## config.mk

```make
export PLATFORM = sky130hd
export DESIGN_NAME = pcs_rx_sync_monitor
export DESIGN_NICKNAME = d
export VERILOG_FILES = /design/src/rtl/pcs_sync_pkg.sv /design/src/rtl/pcs_ber_monitor.sv /design/src/rtl/pcs_rx_sync_monitor.sv
export SDC_FILE = /design/constraint.sdc
export NUM_CORES = 1
export LEC_CHECK = 0
export CAP_MARGIN = 5
export CORE_MARGIN = 4
export CORE_UTILIZATION = 44
export CTS_CLUSTER_DIAMETER = 120
export DETAILED_ROUTE_END_ITERATION = 16
export PLACE_DENSITY = 0.7
export RECOVER_POWER = 50
export SYNTH_ARGS = -nofsm -noshare
export SYNTH_HDL_FRONTEND = slang
export SYNTH_SLANG_ARGS = --single-unit
```

## constraint.sdc

```tcl
create_clock -name i_clk -period 2.9 [get_ports i_clk]
set_input_delay 0.58 -clock i_clk [delete_from_list [all_inputs] [get_ports i_clk]]
set_output_delay 0.58 -clock i_clk [all_outputs]
set_load 0.02 [all_outputs]
```

## src/rtl/pcs_sync_pkg.sv

```systemverilog
// Shared sync-header constants, lock FSM state type and header classification
// for the 64b/66b receive block-sync monitor.
package pcs_sync_pkg;

  localparam logic [1:0] SH_DATA = 2'b01;
  localparam logic [1:0] SH_CTRL = 2'b10;

  typedef enum logic {
    TEST_SH,
    SLIP_WAIT
  } lock_state_t;

  function automatic logic sh_is_valid(input logic [1:0] sh);
    return (sh == SH_DATA) || (sh == SH_CTRL);
  endfunction

endpackage

```

## src/rtl/pcs_ber_monitor.sv

```systemverilog
// BER window monitor: counts invalid headers per timer window while locked and
// raises hi_ber when the count reaches BER_CNT_MAX within one window.
module pcs_ber_monitor #(
  parameter int unsigned BER_TIMER_CYCLES = 40283,
  parameter int unsigned BER_CNT_MAX      = 16
) (
  input  logic       clk,
  input  logic       reset,
  input  logic       block_lock,
  input  logic       header_valid,
  input  logic       sh_invalid,
  output logic       hi_ber,
  output logic [7:0] ber_count
);

  localparam int unsigned TMR_W = (BER_TIMER_CYCLES > 1) ? $clog2(BER_TIMER_CYCLES) : 1;
  localparam int unsigned CNT_W = ($clog2(BER_CNT_MAX + 1) > 8) ? $clog2(BER_CNT_MAX + 1) : 8;

  logic [TMR_W-1:0] timer;
  logic [CNT_W-1:0] cnt;
  logic [CNT_W-1:0] cnt_nxt;
  logic             hit;
  logic             wrap;

  always_comb begin
    hit  = header_valid & sh_invalid;
    wrap = (timer == TMR_W'(BER_TIMER_CYCLES - 1));
    // A hit on the wrap cycle belongs to the window that is just starting
    if (wrap)
      cnt_nxt = hit ? CNT_W'(1) : '0;
    else if (hit && (cnt != '1))
      cnt_nxt = cnt + CNT_W'(1);
    else
      cnt_nxt = cnt;
  end

  always_ff @(posedge clk) begin
    if (reset || !block_lock) begin
      timer  <= '0;
      cnt    <= '0;
      hi_ber <= 1'b0;
    end else begin
      timer <= wrap ? '0 : timer + TMR_W'(1);
      cnt   <= cnt_nxt;
      if (wrap)
        hi_ber <= (cnt >= CNT_W'(BER_CNT_MAX)) || (cnt_nxt >= CNT_W'(BER_CNT_MAX));
      else if (cnt_nxt >= CNT_W'(BER_CNT_MAX))
        hi_ber <= 1'b1;
    end
  end

  assign ber_count = (cnt > CNT_W'(255)) ? 8'hFF : cnt[7:0];

endmodule

```

## src/rtl/pcs_rx_sync_monitor.sv

```systemverilog
// 64b/66b receive block lock, gearbox slip and BER monitor.
// Optional saturating statistics counters enabled by PCS_SYNC_STATS_EN.
module pcs_rx_sync_monitor #(
  parameter int unsigned SH_CNT_MAX       = 64,
  parameter int unsigned SH_INVALID_MAX   = 16,
  parameter int unsigned SLIP_WAIT_CYCLES = 32,
  parameter int unsigned BER_TIMER_CYCLES = 40283,
  parameter int unsigned BER_CNT_MAX      = 16
) (
  input  logic        i_clk,
  input  logic        i_reset,
  input  logic [1:0]  i_header,
  input  logic        i_header_valid,
  input  logic        i_stats_clear,
  output logic        o_slip,
  output logic        o_block_lock,
  output logic        o_hi_ber,
  output logic [7:0]  o_ber_count,
  output logic [15:0] o_invalid_total,
  output logic [15:0] o_slip_total
);

  import pcs_sync_pkg::*;

  localparam int unsigned SH_W   = $clog2(SH_CNT_MAX + 1);
  localparam int unsigned INV_W  = $clog2(SH_INVALID_MAX + 1);
  localparam int unsigned WAIT_W = $clog2(SLIP_WAIT_CYCLES + 1);

  lock_state_t       state, state_nxt;
  logic [SH_W-1:0]   sh_cnt, sh_nxt, sh_inc;
  logic [INV_W-1:0]  inv_cnt, inv_nxt, inv_inc;
  logic [WAIT_W-1:0] wait_cnt, wait_nxt;
  logic              hdr_bad;
  logic              hit;
  logic              slip_nxt;
  logic              lock_nxt;

  assign hdr_bad = !sh_is_valid(i_header);
  assign hit     = i_header_valid & hdr_bad;
  assign sh_inc  = sh_cnt + SH_W'(1);
  assign inv_inc = inv_cnt + INV_W'(hit);

  always_ff @(posedge i_clk) begin
    if (i_reset) begin
      state        <= TEST_SH;
      sh_cnt       <= '0;
      inv_cnt      <= '0;
      wait_cnt     <= '0;
      o_slip       <= 1'b0;
      o_block_lock <= 1'b0;
    end else begin
      state        <= state_nxt;
      sh_cnt       <= sh_nxt;
      inv_cnt      <= inv_nxt;
      wait_cnt     <= wait_nxt;
      o_slip       <= slip_nxt;
      o_block_lock <= lock_nxt;
    end
  end

  always_comb begin
    state_nxt = state;
    sh_nxt    = sh_cnt;
    inv_nxt   = inv_cnt;
    wait_nxt  = '0;
    case (state)
      TEST_SH: begin
        if (i_header_valid) begin
          if ((!o_block_lock && hdr_bad) ||
              (o_block_lock && (inv_inc == INV_W'(SH_INVALID_MAX)))) begin
            state_nxt = SLIP_WAIT;
            sh_nxt    = '0;
            inv_nxt   = '0;
          end else if (sh_inc == SH_W'(SH_CNT_MAX)) begin
            sh_nxt  = '0;
            inv_nxt = '0;
          end else begin
            sh_nxt  = sh_inc;
            inv_nxt = inv_inc;
          end
        end
      end
      SLIP_WAIT: begin
        if (wait_cnt == WAIT_W'(SLIP_WAIT_CYCLES - 1))
          state_nxt = TEST_SH;
        else
          wait_nxt = wait_cnt + WAIT_W'(1);
      end
      default: state_nxt = TEST_SH;
    endcase
  end

  // Unlocked windows only complete clean, since any bad header slips first
  always_comb begin
    slip_nxt = (state == TEST_SH) && (state_nxt == SLIP_WAIT);
    lock_nxt = o_block_lock;
    if (slip_nxt)
      lock_nxt = 1'b0;
    else if ((state == TEST_SH) && i_header_valid && !o_block_lock &&
             (sh_inc == SH_W'(SH_CNT_MAX)))
      lock_nxt = 1'b1;
  end

  pcs_ber_monitor #(
    .BER_TIMER_CYCLES (BER_TIMER_CYCLES),
    .BER_CNT_MAX      (BER_CNT_MAX)
  ) u_ber (
    .clk          (i_clk),
    .reset        (i_reset),
    .block_lock   (o_block_lock),
    .header_valid (i_header_valid),
    .sh_invalid   (hdr_bad),
    .hi_ber       (o_hi_ber),
    .ber_count    (o_ber_count)
  );

`ifdef PCS_SYNC_STATS_EN
  logic [15:0] inv_total;
  logic [15:0] slip_total;

  always_ff @(posedge i_clk) begin
    if (i_reset) begin
      inv_total  <= '0;
      slip_total <= '0;
    end else if (i_stats_clear) begin
      inv_total  <= {15'd0, hit};
      slip_total <= {15'd0, slip_nxt};
    end else begin
      if (hit && (inv_total != '1))
        inv_total <= inv_total + 16'd1;
      if (slip_nxt && (slip_total != '1))
        slip_total <= slip_total + 16'd1;
    end
  end

  assign o_invalid_total = inv_total;
  assign o_slip_total    = slip_total;
`else
  logic unused_stats_clear;
  assign unused_stats_clear = i_stats_clear;
  assign o_invalid_total    = '0;
  assign o_slip_total       = '0;
`endif

endmodule

```

== Word level (Yosys, flattened, before mapping) ==
Cells that the tools add are included.

* Output and inout port bits: 43
* Input port bits: 6
* Bits in registers: 46
* Logic and storage cells: 58

* Muxes and demuxes: 14
* $lt $le $gt $ge: 3
* Bitwise gates (word level): 2
* Add/subtract/negate cells: 5
* Reduce and logical (&&, ||, !) cells: 18
* Equality and inequality tests: 7

{| class="wikitable"
|+ Operator list
! kind !! number
|-
| 8-bit 2-to-1 mux || 3
|-
| 16-bit by 1-bit adder with 16-bit output, second input constant || 1
|-
| 16-bit == test, second input constant || 1
|-
| 8-bit by 5-bit greater-or-equal comparator with 1-bit output, second input constant || 2
|-
| 7-bit 2-to-1 mux || 2
|-
| 5-bit 2-to-1 mux || 2
|-
| 8-bit by 1-bit adder with 8-bit output, second input constant || 1
|-
| 8-bit > comparator, second input constant || 1
|-
| 8-bit != test, second input constant || 1
|-
| 7-bit by 1-bit adder with 7-bit output, second input constant || 1
|-
| 7-bit == test, second input constant || 1
|-
| 1-bit logical AND || 7
|-
| 6-bit by 1-bit adder with 6-bit output, second input constant || 1
|-
| 6-bit by 5-bit == test with 1-bit output, second input constant || 1
|-
| 1-bit 2-to-1 mux || 6
|-
| 5-bit by 1-bit adder with 5-bit output || 1
|-
| 5-bit == test, second input constant || 1
|-
| 1-bit logical OR || 4
|-
| 2-bit OR reduction || 2
|-
| 3-bit OR reduction || 1
|-
| 2-bit by 1-bit == test with 1-bit output, second input constant || 1
|-
| 2-bit == test, second input constant || 1
|-
| 1-bit logical NOT || 2
|-
| 1-bit case mux with 2 select lines || 1
|-
| other kinds (4) || 4
|}

== Longest topological paths before layout ==
* Depth in word-level cells: 13
* Gate-level depth with buffers: 10
* Mapped depth without buffers: 10

== By module ==
From an unflattened synthesis, not the netlist that was laid out.

* Cells, all modules: 296
* Area total of the unflattened synthesis: 2573.7 µm²

{| class="wikitable"
|+ Modules (own cells, without submodules)
! module !! cells each !! area each (µm²) !! seq. area each (µm²) !! times used
|-
| pcs_rx_sync_monitor || 152 || 1307.5 || 420.4 || 1
|-
| pcs_ber_monitor || 144 || 1266.2 || 500.5 || 1
|}

== Worst setup path before layout ==
Ideal clock, no wire load.

* Path kind: in2reg
* Start point: input port i_header[0]
* End point: register o_block_lock
* Setup time: 0.119 ns
* Slack: 0.321 ns
* Arrival time: 2.460 ns
* Buffers on the path: 0
* Required time: 2.781 ns
* Cell stages on the path: 9
* Path through: xnor2_1 -> nand2_1 -> inv_1 -> ha_1 -> ha_1 -> or3b_2 -> o22ai_1 -> a31oi_4 -> o221a_2

* Word-level cells in the longest chain between the ends: 13
* Elaborated cells between the ends (all ways): 15
* Those cells by class: add/sub (1); eq/ne (3); mux (3); bitwise (1); reduce/logical (7)

{| class="wikitable"
|+ Ends and longest elaborated chain
! what !! RTL line !! RTL
|-
| start: declaration || pcs_rx_sync_monitor.sv:12 || <nowiki>input logic [1:0] i_header,</nowiki>
|-
| 2-bit by 1-bit == test with 1-bit output or 2-bit == test (tied branches) || pcs_sync_pkg.sv:14 || <nowiki>return (sh == SH_DATA) || (sh == SH_CTRL);</nowiki>
|-
| 1-bit logical OR (*) || pcs_sync_pkg.sv:14 ||
|-
| 1-bit logical NOT (*) || pcs_rx_sync_monitor.sv:38 || <nowiki>assign hdr_bad = !sh_is_valid(i_header);</nowiki>
|-
| 1-bit AND || pcs_rx_sync_monitor.sv:39 || <nowiki>assign hit = i_header_valid & hdr_bad;</nowiki>
|-
| 5-bit by 1-bit adder with 5-bit output || pcs_rx_sync_monitor.sv:41 || <nowiki>assign inv_inc = inv_cnt + INV_W'(hit);</nowiki>
|-
| 5-bit == test || pcs_rx_sync_monitor.sv:70 || <nowiki>(o_block_lock && (inv_inc == INV_W'(SH_INVALID_MAX)))) begin</nowiki>
|-
| 1-bit logical AND || pcs_rx_sync_monitor.sv:70 ||
|-
| 1-bit logical OR (*) || pcs_rx_sync_monitor.sv:69 || <nowiki>if ((!o_block_lock && hdr_bad) ||</nowiki>
|-
| 1-bit 2-to-1 mux (*) || pcs_rx_sync_monitor.sv:69 ||
|-
| 1-bit 2-to-1 mux (*) || pcs_rx_sync_monitor.sv:68 || <nowiki>if (i_header_valid) begin</nowiki>
|-
| 1-bit case mux with 2 select lines (*) || pcs_rx_sync_monitor.sv:66 || <nowiki>case (state)</nowiki>
|-
| 1-bit logical AND (*) || pcs_rx_sync_monitor.sv:95 || <nowiki>slip_nxt = (state == TEST_SH) && (state_nxt == SLIP_WAIT);</nowiki>
|-
| 2-bit OR reduction (no line) (*) || n/a ||
|-
| end signal: assignment || pcs_rx_sync_monitor.sv:57 || <nowiki>o_block_lock <= lock_nxt;</nowiki>
|-
| end: declaration || pcs_rx_sync_monitor.sv:16 || <nowiki>output logic o_block_lock,</nowiki>
|}

Every way passes the cells marked *; elsewhere a longest branch is shown, timed or not.
A chain may end at the register's enable or synchronous reset.

== Worst setup path in the final report ==
* Start point: input port i_header[1]
* End point: register inv_cnt[4]

* Word-level cells in the longest chain between the ends: 9
* Elaborated cells between the ends (all ways): 12
* Those cells by class: add/sub (1); eq/ne (3); mux (2); bitwise (1); reduce/logical (5)

{| class="wikitable"
|+ Ends and longest elaborated chain
! what !! RTL line !! RTL
|-
| 2-bit by 1-bit == test with 1-bit output or 2-bit == test (tied branches) || pcs_sync_pkg.sv:14 ||
|-
| 1-bit logical OR (*) || pcs_sync_pkg.sv:14 ||
|-
| 1-bit logical NOT (*) || pcs_rx_sync_monitor.sv:38 ||
|-
| 1-bit AND || pcs_rx_sync_monitor.sv:39 ||
|-
| 5-bit by 1-bit adder with 5-bit output || pcs_rx_sync_monitor.sv:41 ||
|-
| 5-bit == test || pcs_rx_sync_monitor.sv:70 ||
|-
| 1-bit logical AND || pcs_rx_sync_monitor.sv:70 ||
|-
| 1-bit logical OR || pcs_rx_sync_monitor.sv:69 ||
|-
| 5-bit 2-to-1 mux (*) || pcs_rx_sync_monitor.sv:69 ||
|-
| end signal: assignment || pcs_rx_sync_monitor.sv:54 || <nowiki>inv_cnt <= inv_nxt;</nowiki>
|-
| end: declaration || pcs_rx_sync_monitor.sv:31 || <nowiki>logic [INV_W-1:0] inv_cnt, inv_nxt, inv_inc;</nowiki>
|}

Marks and branches as above.

==> flow_results.xml <==
<?xml version="1.0" encoding="UTF-8"?>
<metrics>
  <group name="run_status">
    <metric name="run_status" unit="">finished clean</metric>
  </group>
  <group name="clocking">
    <metric name="worstSkewPairLatency" unit="ps">300</metric>
    <metric name="cts_hold_buf" unit="">0</metric>
    <metric name="ctsRootBufferMaster" unit="">sky130_fd_sc_hd__clkbuf_8</metric>
    <metric name="cts_buffers" unit="">5</metric>
    <metric name="tritoncts" unit="">yes</metric>
    <metric name="clock_sinks" unit="">46</metric>
    <metric name="cts-root-to-sink-buffers" unit="">2</metric>
    <metric name="clk_pin_slew" unit="ps">90</metric>
    <metric name="cts.htree.levels" unit="">2</metric>
  </group>
  <group name="timing">
    <metric name="worst_hold_slack_across_all_endpoints" unit="ps">453</metric>
    <metric name="timing.final.setup_violations" unit="">0</metric>
    <metric name="timing.final.hold_violations" unit="">0</metric>
    <metric name="post-route-min-period" unit="ps">2750</metric>
    <metric name="finalClockSkew" unit="ps">12.9</metric>
    <metric name="worstMarginPinSlew" unit="ps">891</metric>
    <metric name="fmax" unit="GHz">0.363</metric>
    <metric name="worst_slew_margin_relative_to_its_limit" unit="%">39.9</metric>
    <metric name="finalMaxSlewViolations" unit="">0</metric>
    <metric name="post_route_clock_period_utilization" unit="%">94.9</metric>
  </group>
  <group name="detailed_routing">
    <metric name="first_pass_iters" unit="">4</metric>
    <metric name="drt-wirelength-per-cell" unit="um">11.6</metric>
    <metric name="remaining_drc_errors" unit="">0</metric>
    <metric name="wl" unit="mm">4.58</metric>
    <metric name="first_iter_violations" unit="">83</metric>
    <metric name="postRouteAntennaNets" unit="">0</metric>
    <metric name="route.vias.total" unit="">1936</metric>
    <metric name="avgViaCountPerCell" unit="">4.93</metric>
  </group>
  <group name="yosys">
    <metric name="postSynthCellCount" unit="">291</metric>
    <metric name="netlist_top_cells_area" unit="">sky130_fd_sc_hd__dfxtp_1 37%, sky130_fd_sc_hd__buf_4 9.7%, sky130_fd_sc_hd__nor2_1 4.7%, sky130_fd_sc_hd__xor2_1 4.6%, sky130_fd_sc_hd__ha_1 4.0%</metric>
    <metric name="average_instance_area_after_synthesis" unit="um^2">8.55</metric>
    <metric name="synthDistinctLibCells" unit="">49</metric>
    <metric name="synth_top_area_cell" unit="">sky130_fd_sc_hd__dfxtp_1</metric>
    <metric name="synth-warning-count" unit="">0</metric>
    <metric name="synth.top_cells.by_count" unit="">46 x sky130_fd_sc_hd__dfxtp_1, 32 x sky130_fd_sc_hd__buf_4, 31 x sky130_fd_sc_hd__nor2_1</metric>
    <metric name="synth-seq-cells" unit="">46</metric>
    <metric name="ys_dominant_reg_cell" unit="">sky130_fd_sc_hd__dfxtp_1</metric>
    <metric name="cell_area_synth" unit="um^2">2490</metric>
    <metric name="share_of_yosys_cell_area_claimed_by_the_top_area_cell_type" unit="%">37.0</metric>
    <metric name="postSynth.asyncResetShare" unit="%">0</metric>
    <metric name="yosys.cell_count.top_type" unit="">sky130_fd_sc_hd__dfxtp_1</metric>
    <metric name="synth_enable_flop_cells" unit="">0</metric>
    <metric name="yosysSeqAreaShare" unit="%">37.0</metric>
  </group>
  <group name="grt">
    <metric name="first_global_vias" unit="">1767</metric>
    <metric name="grt_pass1_wl" unit="mm">7.83</metric>
    <metric name="grt.total_usage" unit="%">13.3</metric>
    <metric name="antenna_violations_before_repair" unit="">0</metric>
    <metric name="globalRouteOverflowTotal" unit="">0</metric>
    <metric name="pin_count_of_the_biggest_net_entering_global_routing" unit="">19</metric>
  </group>
  <group name="placement">
    <metric name="dp.cells" unit="">385</metric>
    <metric name="routabilityCongestion" unit="">0.799</metric>
    <metric name="io_buffers" unit="">15</metric>
    <metric name="post_dp_hpwl" unit="mm">3.36</metric>
    <metric name="dpl-instance-area" unit="um^2">2660</metric>
  </group>
  <group name="floorplanning">
    <metric name="row_count" unit="">27</metric>
    <metric name="die_area" unit="um^2">6920</metric>
    <metric name="die_x" unit="um">83.2</metric>
    <metric name="design.core.area" unit="um^2">5510</metric>
    <metric name="pin_count" unit="">49</metric>
    <metric name="die_height" unit="um">83.2</metric>
    <metric name="start_util" unit="%">45.2</metric>
  </group>
  <group name="setup_path">
    <metric name="arrival_time_at_the_worst_endpoint" unit="ps">2940</metric>
    <metric name="critPathMostFrequentCell" unit="">sky130_fd_sc_hd__ha_1</metric>
    <metric name="crit_slowest_cell" unit="">sky130_fd_sc_hd__or3b_2</metric>
    <metric name="worst-endpoint-required" unit="ps">3090</metric>
    <metric name="crit_path_max_incr_delay" unit="ps">480</metric>
    <metric name="timing.setup.critical_path_class" unit="">in2reg</metric>
    <metric name="setup.worst_path.end_class" unit="">flop</metric>
    <metric name="startpoint_type" unit="">input port</metric>
    <metric name="ordered_list_of_cells_on_the_worst_path" unit="">clkdlybuf4s50_1, xnor2_2, nand2_1, inv_1, ha_1, ha_1, or3b_2, o22ai_2, a31oi_4, buf_4, nand3_1, o211ai_1</metric>
    <metric name="reg2reg_setup_slack" unit="ps">770</metric>
    <metric name="critPathMaxFanout" unit="">9</metric>
  </group>
  <group name="pwr">
    <metric name="power_leakage" unit="nW">1.04</metric>
    <metric name="power_density" unit="nW/um^2">442</metric>
    <metric name="fin_total_pwr" unit="mW">1.24</metric>
    <metric name="ir_drop" unit="mV">0.254</metric>
  </group>
  <group name="final_layout">
    <metric name="fillerInstances" unit="">531</metric>
    <metric name="finish.instance_area" unit="um^2">2800</metric>
    <metric name="final_layout_size_suffix_gt1_share" unit="%">9.35</metric>
    <metric name="fin_nets" unit="">334</metric>
    <metric name="final_util" unit="%">50.8</metric>
    <metric name="antenna_cells_inserted" unit="">0</metric>
    <metric name="syn_to_final_growth" unit="%">12.5</metric>
    <metric name="finish.cell_count_without_fillers" unit="">393</metric>
  </group>
  <group name="worst_hold_path">
    <metric name="min_path_type" unit="">reg2reg</metric>
  </group>
  <group name="run">
    <metric name="maxCapViolations" unit="">0</metric>
  </group>
</metrics>
[where the power goes]
part,total (mW),switching [mW],internal (mW)
clock network,0.487,0.228,0.259
registers,0.642,0.00531,0.637
logic,0.107,0.0768,0.0297
[cell type report]
type	instances	area [um^2]	area share, %
Clock buffer	5	68.8	2.46
Clock inverter	3	43.8	1.57
Inverter	14	52.6	1.88
Multi-Input combinational cell	226	1380	49.5
Sequential cell	46	921	32.9
Tap cell	72	90.1	3.22
Timing Repair Buffer	27	238	8.50
[worst max-delay path: cells and delay by family]
family                   cells  cell delay, ps
adder cells (fa/ha/maj)      2             480
AO/OA/AOI/OAI                3             360
XOR/XNOR                     1             170
AND/OR/NAND/NOR              3             630
buffers and inverters        3             710
[what timing repair did]
action / CTS / global route
setup buffers: 0 / 0
endpoints found under the setup margin: 0 / 14
endpoints found under the hold margin: 0 / 0
gates resized for setup: 0 / 4
[metrics by stage]
stage          setup WS, ps  TNS [ps]
6_report                148         0
5_1_grt               -4.25     -4.25
4_1_cts                60.4         0
3_5_place_dp           -234     -2620
3_3_place_gp           -197     -2110
2_1_floorplan           321         0
[cells by family after synthesis]
logic type | share of synthesized area, %
compound gates | 9.05
xor+xnor | 8.45
fa+ha+maj | 4.02
buf+inv | 13.0
flops | 37.0
mux | 1.26
other cells | 0.151
simple gates | 27.0
[registers in the layout (all words and copies together), names as in the netlist]
| name | count |
|---|---|
| inv_cnt | 5 |
| o_block_lock | 1 |
| o_slip | 1 |
| sh_cnt | 7 |
| state | 1 |
| u_ber.cnt | 8 |
| u_ber.hi_ber | 1 |
| u_ber.timer | 16 |
| wait_cnt | 6 |
[routing by layer]
metal	track usage [%]	part of all wire [%]	vias up
li1	-	-	1000
met1	16.4	48	895
met2	22.7	46	39
met3	3.57	4.9	2
met4	4.01	0.55	0
met5	0	0	-
[cells in the final DEF, fill, tap and decap left out, types with 3 or more instances in the layout]
| cell type | Yosys | layout |
|---|---|---|
| sky130_fd_sc_hd__a21oi_1 | 6 | 6 |
| sky130_fd_sc_hd__and3_1 | 8 | 8 |
| sky130_fd_sc_hd__buf_4 | 32 | 11 |
| sky130_fd_sc_hd__clkbuf_8 | 0 | 5 |
| sky130_fd_sc_hd__clkdlybuf4s50_1 | 0 | 7 |
| sky130_fd_sc_hd__conb_1 | 1 | 32 |
| sky130_fd_sc_hd__dfxtp_1 | 46 | 46 |
| sky130_fd_sc_hd__dlygate4sd3_1 | 0 | 8 |
| sky130_fd_sc_hd__ha_1 | 8 | 8 |
| sky130_fd_sc_hd__inv_1 | 13 | 14 |
| sky130_fd_sc_hd__nand2_1 | 26 | 26 |
| sky130_fd_sc_hd__nand2b_1 | 3 | 3 |
| sky130_fd_sc_hd__nand3_1 | 17 | 17 |
| sky130_fd_sc_hd__nand4_1 | 8 | 8 |
| sky130_fd_sc_hd__nor2_1 | 31 | 30 |
| sky130_fd_sc_hd__nor3_1 | 12 | 12 |
| sky130_fd_sc_hd__o211ai_1 | 3 | 3 |
| sky130_fd_sc_hd__o21ai_0 | 11 | 11 |
| sky130_fd_sc_hd__or3_1 | 4 | 4 |
| sky130_fd_sc_hd__xnor2_1 | 11 | 10 |
| sky130_fd_sc_hd__xor2_1 | 13 | 13 |
[final timing paths]
| check | from | endpoint | cells past startpoint |
|---|---|---|---|
| worst min register to register | wait_cnt[0]$_SDFF_PP0_ | wait_cnt[0]$_SDFF_PP0_ | 1 |
| worst max register to register | u_ber.timer[10]$_SDFF_PP0_ | u_ber.timer[6]$_SDFF_PP0_ | 5 |
| worst min-delay path | wait_cnt[0]$_SDFF_PP0_ | wait_cnt[0]$_SDFF_PP0_ | 1 |
| worst max-delay path | i_header[1] | inv_cnt[4]$_SDFFE_PP0P_ | 12 |
(Power assumes the default switching activity.)
